## config.mk

```make
export PLATFORM = sky130hd
export DESIGN_NAME = fixed_requantize_stream
export DESIGN_NICKNAME = d
export VERILOG_FILES = /design/src/rtl/fixed_requantize_stream.sv
export SDC_FILE = /design/constraint.sdc
export NUM_CORES = 1
export LEC_CHECK = 0
export BUFFER_PORTS_ARGS = -buffer_cell sky130_fd_sc_hd__buf_2
export CAP_MARGIN = 5
export CORE_MARGIN = 1.5
export CORE_UTILIZATION = 40
export CTS_CLUSTER_DIAMETER = 150
export DETAILED_ROUTE_END_ITERATION = 10
export GPL_TIMING_DRIVEN = 0
export PLACE_DENSITY = 0.72
export SKIP_LAST_GASP = 1
export SLEW_MARGIN = 25
export SYNTH_ARGS = -nofsm -noshare
export SYNTH_HDL_FRONTEND = slang
export SYNTH_SLANG_ARGS = --single-unit
export TNS_END_PERCENT = 20
```

## constraint.sdc

```tcl
create_clock -name clk -period 2.25 [get_ports clk]
set_clock_uncertainty 0.1 [all_clocks]
set_input_delay 0.225 -clock clk [delete_from_list [all_inputs] [get_ports clk]]
set_output_delay 0.225 -clock clk [all_outputs]
set_load 0.01 [all_outputs]
```

## src/rtl/fixed_requantize_stream.sv

```systemverilog
// Streaming fixed-point requantizer: rounds each signed lane from Q(IN_FRAC) to Q(OUT_FRAC),
// then saturates to the output width, through a 2-stage valid/ready elastic pipeline.
module fixed_requantize_stream #(
    parameter int DATA_IN_0_PRECISION_0       = 16,
    parameter int DATA_IN_0_PRECISION_1       = 8,
    parameter int DATA_OUT_0_PRECISION_0      = 8,
    parameter int DATA_OUT_0_PRECISION_1      = 4,
    parameter int DATA_IN_0_TENSOR_SIZE_DIM_0 = 8,
    parameter int DATA_IN_0_TENSOR_SIZE_DIM_1 = 1,
    parameter int DATA_IN_0_PARALLELISM_DIM_0 = 1,
    parameter int DATA_IN_0_PARALLELISM_DIM_1 = 1
) (
    input  logic clk,
    input  logic rst,
    input  logic [DATA_IN_0_PARALLELISM_DIM_0*DATA_IN_0_PARALLELISM_DIM_1*DATA_IN_0_PRECISION_0-1:0]  data_in_0,
    input  logic data_in_0_valid,
    output logic data_in_0_ready,
    output logic [DATA_IN_0_PARALLELISM_DIM_0*DATA_IN_0_PARALLELISM_DIM_1*DATA_OUT_0_PRECISION_0-1:0] data_out_0,
    output logic data_out_0_valid,
    input  logic data_out_0_ready,
    output logic data_out_0_last,
    output logic data_out_0_sat
);

    localparam int P     = DATA_IN_0_PARALLELISM_DIM_0 * DATA_IN_0_PARALLELISM_DIM_1;
    localparam int IW    = DATA_IN_0_PRECISION_0;
    localparam int OW    = DATA_OUT_0_PRECISION_0;
    localparam int S     = DATA_IN_0_PRECISION_1 - DATA_OUT_0_PRECISION_1;
    localparam int TOTAL = DATA_IN_0_TENSOR_SIZE_DIM_0 * DATA_IN_0_TENSOR_SIZE_DIM_1;
    localparam int B     = TOTAL / P;
    localparam int CW    = (B > 1) ? $clog2(B) : 1;

    localparam logic [CW-1:0]    LAST_CNT = CW'(B - 1);
    localparam logic signed [IW:0] RND     = (IW+1)'((S > 0) ? (1 << (S - 1)) : 0);
    localparam logic signed [IW:0] SAT_MAX = (IW+1)'((1 << (OW - 1)) - 1);
    localparam logic signed [IW:0] SAT_MIN = (IW+1)'(-(1 << (OW - 1)));

    if (DATA_IN_0_PRECISION_1 < DATA_OUT_0_PRECISION_1) begin : g_bad_frac
        $error("fixed_requantize_stream: output fractional bits exceed input fractional bits");
    end
    if ((TOTAL % P) != 0) begin : g_bad_par
        $error("fixed_requantize_stream: tensor size is not a multiple of lanes per beat");
    end

    logic                 s1_valid;
    logic signed [IW:0]   s1_data [P];
    logic signed [IW:0]   rnd_lane [P];
    logic [P*OW-1:0]      sat_data;
    logic                 sat_any;
    logic [CW-1:0]        cnt;
    logic                 s2_ready;
    logic                 s1_adv;
    logic                 in_fire;
    logic                 out_fire;

    assign out_fire        = data_out_0_valid & data_out_0_ready;
    assign s2_ready        = ~data_out_0_valid | data_out_0_ready;
    assign s1_adv          = s1_valid & s2_ready;
    assign data_in_0_ready = ~s1_valid | s1_adv;
    assign in_fire         = data_in_0_valid & data_in_0_ready;
    assign data_out_0_last = data_out_0_valid & (cnt == LAST_CNT);

    // Sign-extend one bit before adding the rounding constant so the sum cannot overflow.
    always_comb begin
        for (int i = 0; i < P; i++) begin
            rnd_lane[i] = ($signed({data_in_0[i*IW + IW - 1], data_in_0[i*IW +: IW]}) + RND) >>> S;
        end
    end

    always_comb begin
        sat_data = '0;
        sat_any  = 1'b0;
        for (int i = 0; i < P; i++) begin
            if (s1_data[i] > SAT_MAX) begin
                sat_data[i*OW +: OW] = SAT_MAX[OW-1:0];
                sat_any              = 1'b1;
            end else if (s1_data[i] < SAT_MIN) begin
                sat_data[i*OW +: OW] = SAT_MIN[OW-1:0];
                sat_any              = 1'b1;
            end else begin
                sat_data[i*OW +: OW] = s1_data[i][OW-1:0];
            end
        end
    end

    // NOTE: state uses non-blocking assignments so every register samples pre-edge values.
    always_ff @(posedge clk or negedge rst) begin
        if (!rst) begin
            s1_valid         <= 1'b0;
            // NOTE: data registers are reset too because the output word must read 0 during reset.
            for (int i = 0; i < P; i++) s1_data[i] <= '0;
            data_out_0_valid <= 1'b0;
            data_out_0       <= '0;
            data_out_0_sat   <= 1'b0;
            cnt              <= '0;
        end else begin
            if (data_in_0_ready) s1_valid <= data_in_0_valid;
            if (in_fire) begin
                for (int i = 0; i < P; i++) s1_data[i] <= rnd_lane[i];
            end
            if (s2_ready) data_out_0_valid <= s1_valid;
            if (s1_adv) begin
                data_out_0     <= sat_data;
                data_out_0_sat <= sat_any;
            end
            if (out_fire) cnt <= (cnt == LAST_CNT) ? '0 : cnt + 1'b1;
        end
    end

endmodule

```

Word level (Yosys, flattened, before mapping) --
Index checks and enable logic that the tools add are counted.
Storage, ports and cells: flip-flop bits (word level) 27, input port bits 20, word-level logic and storage cells 24
Operators by class: add/sub/neg operators 2, order comparisons 2, eq/ne operators 1, mux-type cells 5, bitwise operators 8
Operators with widths (count):
- adder 16 x 5 -> 17 bit, second input constant | 1
- 2-to-1 mux 8 bit | 2
- > comparator 13 x 8 -> 1 bit, second input constant | 1
- less-than comparator 13 x 8 -> 1 bit, second input constant | 1
- bitwise AND 1 bit | 4
- adder 3 x 1 -> 3 bit, second input constant | 1
- == test 3 bit, second input constant | 1
- 2-to-1 mux 3 bit | 1
- 2-to-1 mux 1 bit | 2
- NOT 1 bit | 2
- bitwise OR 1 bit | 2

Logic depth before layout (Yosys ltp) --
depth after elaboration 5, mapped depth 5, mapped depth without buffers 5

Least setup slack after synthesis --
OpenSTA, ideal clock, no wires.
path type register to register, from register data_out_0_valid, to register s1_data[0] in the netlist's numbering, setup time 0.125 ns, arrival time 1.130 ns, slack 0.895 ns, stages on the path, launching flop included 4, clock period less this slack 1.355 ns, path through dfrtp_1 nand3b_1 nand2_1 mux2_2
Between the ends: longest elaborated chain between the ends 5
Ends and longest elaborated chain:
- start: declaration | line 19 | output logic data_out_0_valid,
- start signal: assignment | line 101 | if (s2_ready) data_out_0_valid <= s1_valid;
- NOT 1 bit | line 57 | assign s2_ready = ~data_out_0_valid | data_out_0_ready;
- bitwise OR 1 bit | line 57
- bitwise AND 1 bit | line 58 | assign s1_adv = s1_valid & s2_ready;
- bitwise OR 1 bit | line 59 | assign data_in_0_ready = ~s1_valid | s1_adv;
- via data_in_0_ready | line 17 | output logic data_in_0_ready,
- bitwise AND 1 bit | line 60 | assign in_fire = data_in_0_valid & data_in_0_ready;
- end: declaration | line 46 | logic signed [IW:0] s1_data [P];
The timed path passes the listed nets, and every way through them passes these cells. A chain may end at the register's enable or synchronous reset.

Final worst setup path --
from register cnt[0], to output port data_out_0_last
Between the ends: longest elaborated chain between the ends 2
Ends and longest elaborated chain:
- start: declaration | line 50 | logic [CW-1:0] cnt;
- start signal: assignment | line 106 | if (out_fire) cnt <= (cnt == LAST_CNT) ? '0 : cnt + 1'b1;
- == test 3 bit | line 61 | assign data_out_0_last = data_out_0_valid & (cnt == LAST_CNT);
- bitwise AND 1 bit | line 61
- end: declaration | line 21 | output logic data_out_0_last,
No other way between the ends.

==> tab_implementation.tex <==
\begin{tabular}{lr}
\hline
Metric & Value \\
\hline
\multicolumn{2}{l}{\textbf{Power}} \\
Leakage power of the design & 0.710 nW \\
VDD IR max & 0.261 mV \\
Power Density & 755 nW/um2 \\
\multicolumn{2}{l}{\textbf{Synth}} \\
Most instantiated flip-flop cell in the synthesis netlist & dfrtp\_1 \\
Area contributors post-synth & dfrtp\_1 (52\%), nand2\_1 (7.8\%), o21ai\_0 (6.9\%) \\
Net Count, Synth & 153 \\
Number of synthesis warnings & 0 \\
Fraction of the yosys area taken by sequential cells & 51.9\% \\
Instance count of the mapped netlist & 130 \\
Async set-reset flop share out of synthesis & 100\% \\
Post-synth EDFFs & 0 \\
Share of Yosys cell area claimed by the top area cell type & 51.9\% \\
Register bit count reported by yosys & 27 \\
Synthesized area & 1300 um2 \\
Post-synth cell types & 25 \\
Mapped Avg Cell Area & 10.0 um2 \\
Cell types with the highest counts after synthesis & dfrtp\_1 (27), nand2\_1 (27), o21ai\_0 (18), nor2\_1 (9), xor2\_1 (6) \\
Library cell occupying the most area in the post-synthesis netlist & dfrtp\_1 \\
\multicolumn{2}{l}{\textbf{Route}} \\
Via-to-Cell Ratio & 4.73 \\
Routed wire per std cell & 11.1 um \\
\# DRC & 0 \\
Antenna Nets Post-Route & 0 \\
Initial drt markers & 26 \\
Drt total wl & 2.30 mm \\
Via count & 980 \\
Number of iterations in the first detailed-routing pass & 4 \\
\multicolumn{2}{l}{\textbf{Die}} \\
Starting density of the core & 42.3\% \\
Num rows & 20 \\
Die width & 60.0 um \\
Number of placed I/O pins & 32 \\
Floorplan core area & 3080 um2 \\
DIE AREA & 3600 um2 \\
Die Span Y & 60.0 um \\
\multicolumn{2}{l}{\textbf{Global route}} \\
Number of antenna violations at the first check in global routing & 0 \\
Top Usage Layer GRT & met2 \\
Global-route wire length before repair & 4.11 mm \\
Met1 track demand over resource in global routing & 20.4\% \\
Met2 Track Usage GR & 25.0\% \\
Met3 usage & 1.30\% \\
Vias in the first global route & 937 \\
Remaining Overflow, GRT & 0 \\
Global router's overall resource usage & 15.3\% \\
Pin count of the biggest net entering global routing & 28 \\
\multicolumn{2}{l}{\textbf{Timing}} \\
Sum of negative setup slack & 0 ps \\
Final critical path time including I/O delays and setup & 1720 ps \\
Count of endpoints failing setup in the final report & 0 \\
Max\_slew headroom & 61.3\% \\
Transition time at the pin with the least slew margin & 580 ps \\
Count of final hold-check violations & 0 \\
Unrepaired setup endpoints after global routing & no \\
Fmax & 581 MHz \\
Number of max-slew violations in the final report & 0 \\
Post-route fraction of the period consumed by the critical path & 76.5\% \\
\multicolumn{2}{l}{\textbf{Clocking}} \\
Root buffer cell & clkbuf\_4 \\
Number of levels in the clock H-tree & 1 \\
Clock-pin slew of the registers on the worst-case setup and hold paths & 150 ps \\
Insertion delay to the later sink of the worst-skew pair & 320 ps \\
CTS max path bufs & 2 \\
CTS buffer count & 3 \\
TritonCTS clock tree & built \\
Clk sinks & 27 \\
Resized Gates After CTS & 0 \\
\multicolumn{2}{l}{\textbf{Placed design}} \\
Half-perimeter wire length of the detailed placement result & 1.84 mm \\
Instance area at placement & 1500 um2 \\
Weighted congestion reported at the end of routability-driven placement & 0.679 \\
Port buffer count & 28 \\
\multicolumn{2}{l}{\textbf{Cells and area}} \\
Synth-to-Final Area Change & 18.2\% \\
Nets & 187 \\
Layout cells sized above 1 & 26.4\% \\
Antenna cells & 0 \\
Area of all placed cells without fillers & 1540 um2 \\
\multicolumn{2}{l}{\textbf{Critical path}} \\
Worst path slowest cell & dfrtp\_1 \\
Crit path to & data\_out\_0\_last \\
Critical Path RT & 1920 ps \\
Crit path arrival time & 1400 ps \\
Reg-to-reg slack, setup & 880 ps \\
Critical Path, Cell by Cell & ha\_1, ha\_1, and2\_1, buf\_2 \\
Startpoint type of the worst setup path & flip-flop \\
Capturing element type of the critical path & output pin \\
Cell with the most instances on the worst path & ha\_1 \\
Startpoint of the most critical register-to-register path & data\_out\_0\_valid\$\_DFFE\_PN0P\_ \\
Largest incremental delay on the critical path & 420 ps \\
Worst reg2reg endpoint & s1\_data[10]\$\_DFFE\_PN0P\_ \\
Worst-case reg-to-reg path depth & 5 \\
Startpoint of the worst setup timing path & cnt[0]\$\_DFFE\_PN0P\_ \\
Kind of critical path & flip-flop to output pin \\
Max FO, Critical Path & 3 \\
\multicolumn{2}{l}{\textbf{Status}} \\
Outcome & completed \\
\multicolumn{2}{l}{\textbf{Run}} \\
Max-capacitance violation count & 0 \\
\multicolumn{2}{l}{\textbf{Min path}} \\
Worst hold-check path type & input port to flip-flop \\
\hline
\end{tabular}
-- repair_timing --
action,in CTS,in global routing
hold buffers,1,0
hold endpoints to repair,27,0
setup buffers,0,0
-- worst min path at each step --
| stage | start | endpoint | slack [ps] | cells after the start |
|---|---|---|---|---|
| 2_1_floorplan | rst | cnt[0]$_DFFE_PN0P_ | -170 | 0 |
| 3_3_place_gp | rst | data_out_0[1]$_DFFE_PN0P_ | 140 | 1 |
| 3_5_place_dp | rst | data_out_0[3]$_DFFE_PN0P_ | 160 | 1 |
| 4_1_cts | data_in_0_valid | s1_valid$_DFFE_PN0N_ | 20 | 2 |
| 5_1_grt | data_in_0_valid | s1_valid$_DFFE_PN0N_ | 10 | 2 |
| 6_report | data_in_0_valid | s1_valid$_DFFE_PN0N_ | 30 | 2 |
-- cells by family (layout without fill, tap and decap cells) --
family / after synthesis / after routing / share of synthesized area [%]
flip-flops: 27 / 27 / 51.9
multiplexers: 4 / 4 / 3.46
adder cells (fa/ha/maj): 3 / 3 / 2.88
AND/OR/NAND/NOR: 59 / 59 / 23.7
AO/OA/AOI/OAI: 24 / 24 / 9.90
XOR/XNOR: 11 / 11 / 7.40
buffers and inverters: 2 / 35 / 0.769
-- critical path, delay by kind of cell (launching register included) --
| family | cells | cell delay (ps) |
|---|---|---|
| DFF | 1 | 420 |
| buffers and inverters | 1 | 130 |
| adders and majority gates | 2 | 390 |
| and+or+nand+nor | 1 | 130 |
-- metrics by stage --
| step | setup slack [ps] | instances | util [%] | power [mW] | hold WS, ps |
|---|---|---|---|---|---|
| floorplan | 895 | 130 | - | 0.830 | -171 |
| global placement | 846 | 202 | 48.6 | 0.936 | 141 |
| detailed placement | 817 | 202 | 48.6 | 0.960 | 155 |
| CTS | 510 | 207 | 50.0 | 1.18 | 18.4 |
| global route | 467 | 207 | 50.0 | 1.25 | 13.2 |
| finish | 528 | 207 | 50.0 | 1.16 | 26.3 |
-- cell type report --
cell class | count | area (um2)
Multi-Input combinational cell | 101 | 616
Timing Repair Buffer | 29 | 150
Fill cell | 305 | 1540
Clock buffer | 3 | 22.5
Tap cell | 44 | 55.1
Buffer | 2 | 10.0
Sequential cell | 27 | 676
Clock inverter | 1 | 8.76
-- registers in the layout (all words and copies together) (netlist names) --
name / flops
data_out_0_sat: 1
s1_valid: 1
s1_data: 13
data_out_0_valid: 1
cnt: 3
data_out_0: 8
-- where the power goes --
group | internal, mW | switching [mW]
combinational | 0.138 | 0.158
sequential | 0.587 | 0.0594
clock | 0.0724 | 0.146
-- routing by layer --
metal	wire (um)	part of all wire, %
met4	27	1.2
met3	87	3.8
met1	1100	48
met2	1090	47
met5	0	0
-- layout by cell type, fill, tap and decap left out, types with 3 or more instances in the layout --
cell      Yosys  routed
nor3_1        4       4
nand2b_1      3       3
mux2_2        4       4
ha_1          3       3
nor2_1        9       9
nand2_1      27      27
clkbuf_4      0       3
nand3_1       5       5
dfrtp_1      27      27
xor2_1        6       6
xnor2_1       5       5
o21ai_0      18      18
buf_2         2      30
(Power assumes the default switching activity.)
